**config.mk**
```make
export PLATFORM = sky130hd
export DESIGN_NAME = pc_sequencer_flat
export DESIGN_NICKNAME = d
export VERILOG_FILES = /design/src/rtl/pc_sequencer_if.sv /design/src/rtl/pc_sequencer.sv /design/src/flat_wrapper.sv
export SDC_FILE = /design/constraint.sdc
export NUM_CORES = 1
export LEC_CHECK = 0
export CAP_MARGIN = 10
export CORE_UTILIZATION = 41
export CTS_CLUSTER_DIAMETER = 40
export DETAILED_ROUTE_END_ITERATION = 8
export PLACE_DENSITY = 0.85
export SETUP_SLACK_MARGIN = 0.4
export SYNTH_ARGS = -nofsm -noshare
export SYNTH_HDL_FRONTEND = slang
export SYNTH_SLANG_ARGS = --single-unit
```
**constraint.sdc**
```tcl
create_clock -name clk -period 2.9 [get_ports clk]
set_input_delay 0.58 -clock clk [delete_from_list [all_inputs] [get_ports clk]]
set_output_delay 0.58 -clock clk [all_outputs]
set_load 0.02 [all_outputs]
```
**src/rtl/pc_sequencer_if.sv**
```systemverilog
// Fetch-address sequencer bus: hazard/redirect requests in,
// fetch PC, flush controls and status out.
interface pc_sequencer_if;
    logic        stall;
    logic        id_jump;
    logic        id_valid;
    logic [25:0] id_instr_index;
    logic [31:0] id_pc_plus4;
    logic        ex_branch_taken;
    logic [31:0] ex_branch_target;
    logic        ex_jr;
    logic [31:0] ex_jr_target;
    logic        halt;
    logic [31:0] pc;
    logic        flush_if;
    logic        flush_id;
    logic        halted;
    logic        misalign;
    logic [15:0] redirect_cnt;

    modport master (
        output stall, id_jump, id_valid, id_instr_index,
        output id_pc_plus4, ex_branch_taken, ex_branch_target,
        output ex_jr, ex_jr_target, halt,
        input  pc, flush_if, flush_id, halted, misalign,
        input  redirect_cnt
    );

    modport slave (
        input  stall, id_jump, id_valid, id_instr_index,
        input  id_pc_plus4, ex_branch_taken, ex_branch_target,
        input  ex_jr, ex_jr_target, halt,
        output pc, flush_if, flush_id, halted, misalign,
        output redirect_cnt
    );
endinterface

```
**src/rtl/pc_sequencer.sv**
```systemverilog
// Fetch PC sequencer: EX redirects, ID jumps, stall hold,
// halt and misaligned-target trap with a saturating redirect counter.
module pc_sequencer #(
    parameter logic [31:0] RESET_PC = 32'h0000_3000
) (
    input  logic          clk,
    input  logic          rst,
    pc_sequencer_if.slave bus
);
    typedef enum logic {
        RUN    = 1'b0,
        HALTED = 1'b1
    } state_t;

    state_t      r_state;
    logic [31:0] r_pc;
    logic        r_misalign;
    logic [15:0] r_cnt;

    logic        w_run;
    logic        w_ex_redir;
    logic        w_ex_bad;
    logic        w_id_jump;
    logic        w_halt;
    logic [31:0] w_ex_target;
    logic [31:0] w_jump_target;
    logic [15:0] w_cnt_inc;

    assign w_run      = !rst && (r_state == RUN);
    assign w_ex_redir = bus.ex_branch_taken || bus.ex_jr;
    assign w_ex_target = bus.ex_jr ? bus.ex_jr_target
                                   : bus.ex_branch_target;
    assign w_ex_bad   = (w_ex_target[1:0] != 2'b00);
    assign w_id_jump  = bus.id_valid && bus.id_jump && !bus.stall;
    assign w_halt     = bus.id_valid && bus.halt && !bus.stall;

    // Region bits come from the delay-slot PC, not the jump's own PC
    assign w_jump_target = (bus.id_pc_plus4 & 32'hF000_0000)
                         | {4'b0000, bus.id_instr_index, 2'b00};

    assign w_cnt_inc = (r_cnt == 16'hFFFF) ? r_cnt
                                           : r_cnt + 16'd1;

    assign bus.flush_if     = w_run && (w_ex_redir || w_id_jump);
    assign bus.flush_id     = w_run && w_ex_redir;
    assign bus.pc           = r_pc;
    assign bus.halted       = (r_state == HALTED);
    assign bus.misalign     = r_misalign;
    assign bus.redirect_cnt = r_cnt;

    always_ff @(posedge clk) begin
        if (rst) begin
            r_state    <= RUN;
            r_pc       <= RESET_PC;
            r_misalign <= 1'b0;
            r_cnt      <= 16'd0;
        end else begin
            case (r_state)
                RUN: begin
                    if (w_ex_redir) begin
                        if (w_ex_bad) begin
                            r_misalign <= 1'b1;
                            r_state    <= HALTED;
                        end else begin
                            r_pc  <= w_ex_target;
                            r_cnt <= w_cnt_inc;
                        end
                    end else if (w_halt) begin
                        r_state <= HALTED;
                    end else if (w_id_jump) begin
                        r_pc  <= w_jump_target;
                        r_cnt <= w_cnt_inc;
                    end else if (!bus.stall) begin
                        r_pc <= r_pc + 32'd4;
                    end
                end
                HALTED: begin
                    r_state <= HALTED;
                end
                default: begin
                    r_state <= RUN;
                end
            endcase
        end
    end
endmodule

```
**src/flat_wrapper.sv**
```systemverilog
// flat-port wrapper written by rule: the top's interface ports become plain ports
module pc_sequencer_flat 
#(
    parameter logic [31:0] RESET_PC = 32'h0000_3000
)
  (clk, rst, bus_stall, bus_id_jump, bus_id_valid, bus_id_instr_index, bus_id_pc_plus4, bus_ex_branch_taken, bus_ex_branch_target, bus_ex_jr, bus_ex_jr_target, bus_halt, bus_pc, bus_flush_if, bus_flush_id, bus_halted, bus_misalign, bus_redirect_cnt);
  pc_sequencer_if bus_i ();
  input  logic clk;
  input  logic rst;
  input wire logic [$bits(bus_i.stall)-1:0] bus_stall;
  input wire logic [$bits(bus_i.id_jump)-1:0] bus_id_jump;
  input wire logic [$bits(bus_i.id_valid)-1:0] bus_id_valid;
  input wire logic [$bits(bus_i.id_instr_index)-1:0] bus_id_instr_index;
  input wire logic [$bits(bus_i.id_pc_plus4)-1:0] bus_id_pc_plus4;
  input wire logic [$bits(bus_i.ex_branch_taken)-1:0] bus_ex_branch_taken;
  input wire logic [$bits(bus_i.ex_branch_target)-1:0] bus_ex_branch_target;
  input wire logic [$bits(bus_i.ex_jr)-1:0] bus_ex_jr;
  input wire logic [$bits(bus_i.ex_jr_target)-1:0] bus_ex_jr_target;
  input wire logic [$bits(bus_i.halt)-1:0] bus_halt;
  output wire logic [$bits(bus_i.pc)-1:0] bus_pc;
  output wire logic [$bits(bus_i.flush_if)-1:0] bus_flush_if;
  output wire logic [$bits(bus_i.flush_id)-1:0] bus_flush_id;
  output wire logic [$bits(bus_i.halted)-1:0] bus_halted;
  output wire logic [$bits(bus_i.misalign)-1:0] bus_misalign;
  output wire logic [$bits(bus_i.redirect_cnt)-1:0] bus_redirect_cnt;
  assign bus_i.stall = bus_stall;
  assign bus_i.id_jump = bus_id_jump;
  assign bus_i.id_valid = bus_id_valid;
  assign bus_i.id_instr_index = bus_id_instr_index;
  assign bus_i.id_pc_plus4 = bus_id_pc_plus4;
  assign bus_i.ex_branch_taken = bus_ex_branch_taken;
  assign bus_i.ex_branch_target = bus_ex_branch_target;
  assign bus_i.ex_jr = bus_ex_jr;
  assign bus_i.ex_jr_target = bus_ex_jr_target;
  assign bus_i.halt = bus_halt;
  assign bus_pc = bus_i.pc;
  assign bus_flush_if = bus_i.flush_if;
  assign bus_flush_id = bus_i.flush_id;
  assign bus_halted = bus_i.halted;
  assign bus_misalign = bus_i.misalign;
  assign bus_redirect_cnt = bus_i.redirect_cnt;
  pc_sequencer #(.RESET_PC(RESET_PC)) u_core (.clk(clk), .rst(rst), .bus(bus_i));
endmodule
```
==> impl_metrics.csv <==
group,metric,value,unit
outcome,outcome,"finished clean",
global_route,gr-total-overflow,0,
worst_hold_path,min_to,"u_core.bus.pc[1]",
global_route,grt_most_used_layer,"met2",
floorplan,ios,182,
setup_path,cp.required,3.15,ns
place,placed_area,0.00524,mm^2
clocking,clk_path_buf_depth,2,
place,io_buffers,153,
setup_path,r2r_start,"u_core.bus.pc[2]",
route,first_pass_iters,5,
clocking,root_buffer,"clkbuf_8",
yosys,synthArstFlopShare,0,%
yosys,yosys.area.top_type,"dfxtp_1",
yosys,synth-edff-count,0,
yosys,syn-num-nets,608,
timing,fin_crit,2.47,ns
route,vias,4563,
worst_hold_path,hold_path_class,"reg2reg",
cells_and_area,fillers,715,
place,dpl.hpwl,9.99,mm
setup_path,timing.rr.end,"u_core.bus.pc[30]",
place,gp_routability_congestion,0.893,
yosys,synth_area_per_cell,7.42,um^2
route,totalWireLength,13.4,mm
floorplan,die_h,94.8,um
clocking,post-cts-setup-buffers,0,
yosys,syn_area,0.00353,mm^2
yosys,yosys-top-cells-count,"dfxtp_1 (50), o21ai_0 (39), a21oi_1 (35)",
cells_and_area,regArea,0.00100,mm^2
route,drt_iter0_drc,300,
timing,slew_headroom,68.5,%
floorplan,die_x,94.8,um
floorplan,placementRows,33,
timing,skew,0.0124,ns
timing,fin_crit_sh,85.2,%
timing,setup_tns,0,ns
timing,hold_viol,0,
yosys,synth_top_flop_cell,"dfxtp_1",
yosys,synth.area.top_cells,"dfxtp_1 (28%), o21ai_0 (5.5%), a21oi_1 (5.0%)",
setup_path,r2r_setup_slack,0.44,ns
cells_and_area,n_antenna_cell,0,
cells_and_area,areaGrowthSynthToFinish,51.5,%
timing,setup-violations-final,0,
yosys,ys_ff_latch,50,
worst_hold_path,min_from,"u_core.bus.pc[1]",
timing,tightest_slew,0.473,ns
power_and_ir_drop,power.density,340,mW/mm^2
global_route,grt_pass1_wl,20.9,mm
cells_and_area,drive_above_1_share,7.05,%
setup_path,cp_max_fo,7,
setup_path,arrival,2.72,ns
yosys,synth_seq_area_share,28.3,%
setup_path,reg2reg_depth,6,
run,cap_viol_max_count,0,
global_route,grt_start_max_net_pins,45,
yosys,yosysWarnings,0,
global_route,gr-usage-met1,37.6,%
floorplan,die_area,0.00899,mm^2
clocking,cts_buffers,5,
place,post-place-ws,-0.0129,ns
floorplan,initial_core_util,42.8,%
route,ant_nets,0,
yosys,synth_top_area_share,28.3,%
clocking,cts_tree,"yes",
global_route,grt_pass1_vias,4280,
global_route,antenna_found_initial,0,
worst_hold_path,hold_depth,1,
timing,fin_ws,0.430,ns
route,viasPerCell,6.26,
timing,slew_violations,0,
power_and_ir_drop,vdd.ir_drop.worst,0.246,mV
setup_path,start_kind,"input pin",
setup_path,criticalPathCategory,"in2reg",
floorplan,fp.coreArea,0.00826,mm^2
cells_and_area,fin_nets,755,
timing,rsz0062_at_grt,"yes",
clocking,cts.reportedPaths.clkPinSlew,0.11,ns
cells_and_area,stdcell_area,0.00535,mm^2
route,route.detailed.drc,0,
setup_path,cp-end-kind,"flop",
place,dp.cells,721,
yosys,ys_types,52,
cells_and_area,utilization,64.8,%
global_route,use_met2,50.2,%
clocking,cts_sinks,50,
cells_and_area,instances_no_fill,729,
global_route,grt_util_all_layers,29.8,%
route,avgRoutedWirePerCell,18.3,um
yosys,yosysMostFrequentCell,"dfxtp_1",
global_route,use_met3,4.59,%
power_and_ir_drop,cellLeakagePower,1.77,nW
clocking,htreeDepth,2,
yosys,syn_inst,476,
cells_and_area,multi_input_area,0.00237,mm^2
timing,max_freq,405,MHz
clocking,worstSkewPairLatency,0.32,ns
==> area by class of cell <==
cell class              count  area share, %
well taps                 105           2.46
repair buffers            177           31.9
inverters                  11          0.772
flip-flops and latches     50           18.7
clock buffers               5           1.29
multi-input cells         378           44.4
clock inverters             3          0.468
==> cell usage in the layout, fill, tap and decap left out, types with 6 or more instances in the layout <==
cell | synthesis | final
a211oi_1 | 16 | 16
a21oi_1 | 35 | 35
a22oi_1 | 9 | 9
a31oi_1 | 8 | 8
buf_4 | 0 | 23
clkdlybuf4s50_1 | 0 | 149
dfxtp_1 | 50 | 50
inv_1 | 11 | 11
mux2i_1 | 6 | 6
nand2_1 | 34 | 34
nand2b_1 | 7 | 6
nand3_1 | 16 | 16
nand3b_1 | 8 | 8
nand4_1 | 14 | 14
nor2_1 | 34 | 32
nor2b_1 | 17 | 17
nor3_1 | 11 | 10
nor4_1 | 19 | 19
o21a_1 | 12 | 12
o21ai_0 | 39 | 39
o31ai_1 | 9 | 9
or4_1 | 7 | 6
xnor2_1 | 11 | 11
==> registers in the layout, indices dropped and copies added, names as in the netlist <==
| signal | flops |
|---|---|
| u_core.bus.halted | 1 |
| u_core.bus.misalign | 1 |
| u_core.bus.pc | 32 |
| u_core.bus.redirect_cnt | 16 |
==> per-stage QoR <==
| stage | hold slack [ns] | power [W] |
|---|---|---|
| after floorplan | 0.540 | 0.00106 |
| after global placement | 0.459 | 0.00136 |
| after detailed placement | 0.469 | 0.00137 |
| after CTS | 0.491 | 0.00181 |
| after global routing | 0.513 | 0.00189 |
| final | 0.490 | 0.00182 |
==> what timing repair did <==
action | CTS | global route
setup endpoints to repair | 6 | 11
pin swaps | 0 | 1
resized for setup | 3 | 8
hold buffers | 0 | 0
==> per-layer routing <==
layer | share of wire, % | routed length, um | vias to the layer above
met5 | 0 | 0 | -
met4 | 3.2 | 428 | 0
met3 | 8.1 | 1090 | 37
met2 | 48 | 6410 | 237
met1 | 41 | 5450 | 2176
li1 | - | - | 2113
==> worst max-delay path, cell delays in order <==
cell	delay, ns
clkdlybuf4s50_1	0.39
or2_1	0.27
a211o_4	0.37
or3_1	0.52
or4_1	0.44
a21oi_1	0.15
==> cells by family (layout without fill, tap and decap cells) <==
family,Yosys count,in the layout,share of synthesized area [%]
buf+inv,48,196,5.24
compound gates,165,165,31.1
flops,50,50,28.3
mux,6,6,1.70
simple gates,190,190,29.2
fa+ha+maj,2,2,0.709
xor+xnor,15,15,3.72
==> worst max-delay path by stage <==
stage / startpoint / endpoint / slack, ns
after floorplan: bus_ex_branch_target[1] / u_core.bus.redirect_cnt[15] / 0.56
after global placement: bus_ex_branch_target[1] / u_core.bus.redirect_cnt[12] / 0.02
after detailed placement: bus_ex_branch_target[1] / u_core.bus.redirect_cnt[15] / -0.01
after CTS: bus_stall / bus_flush_if / 0.39
after global routing: bus_ex_branch_target[1] / u_core.bus.redirect_cnt[15] / 0.37
final: bus_ex_branch_target[1] / u_core.bus.redirect_cnt[6] / 0.43
==> power by group <==
part	leakage (nW)	switching (W)	internal, W
registers	0.408	0.0000630	0.000725
clock network	0.0447	0.000272	0.000175
logic	1.31	0.000273	0.000309
total	1.77	0.000607	0.00121
(Power assumes the default switching activity.)
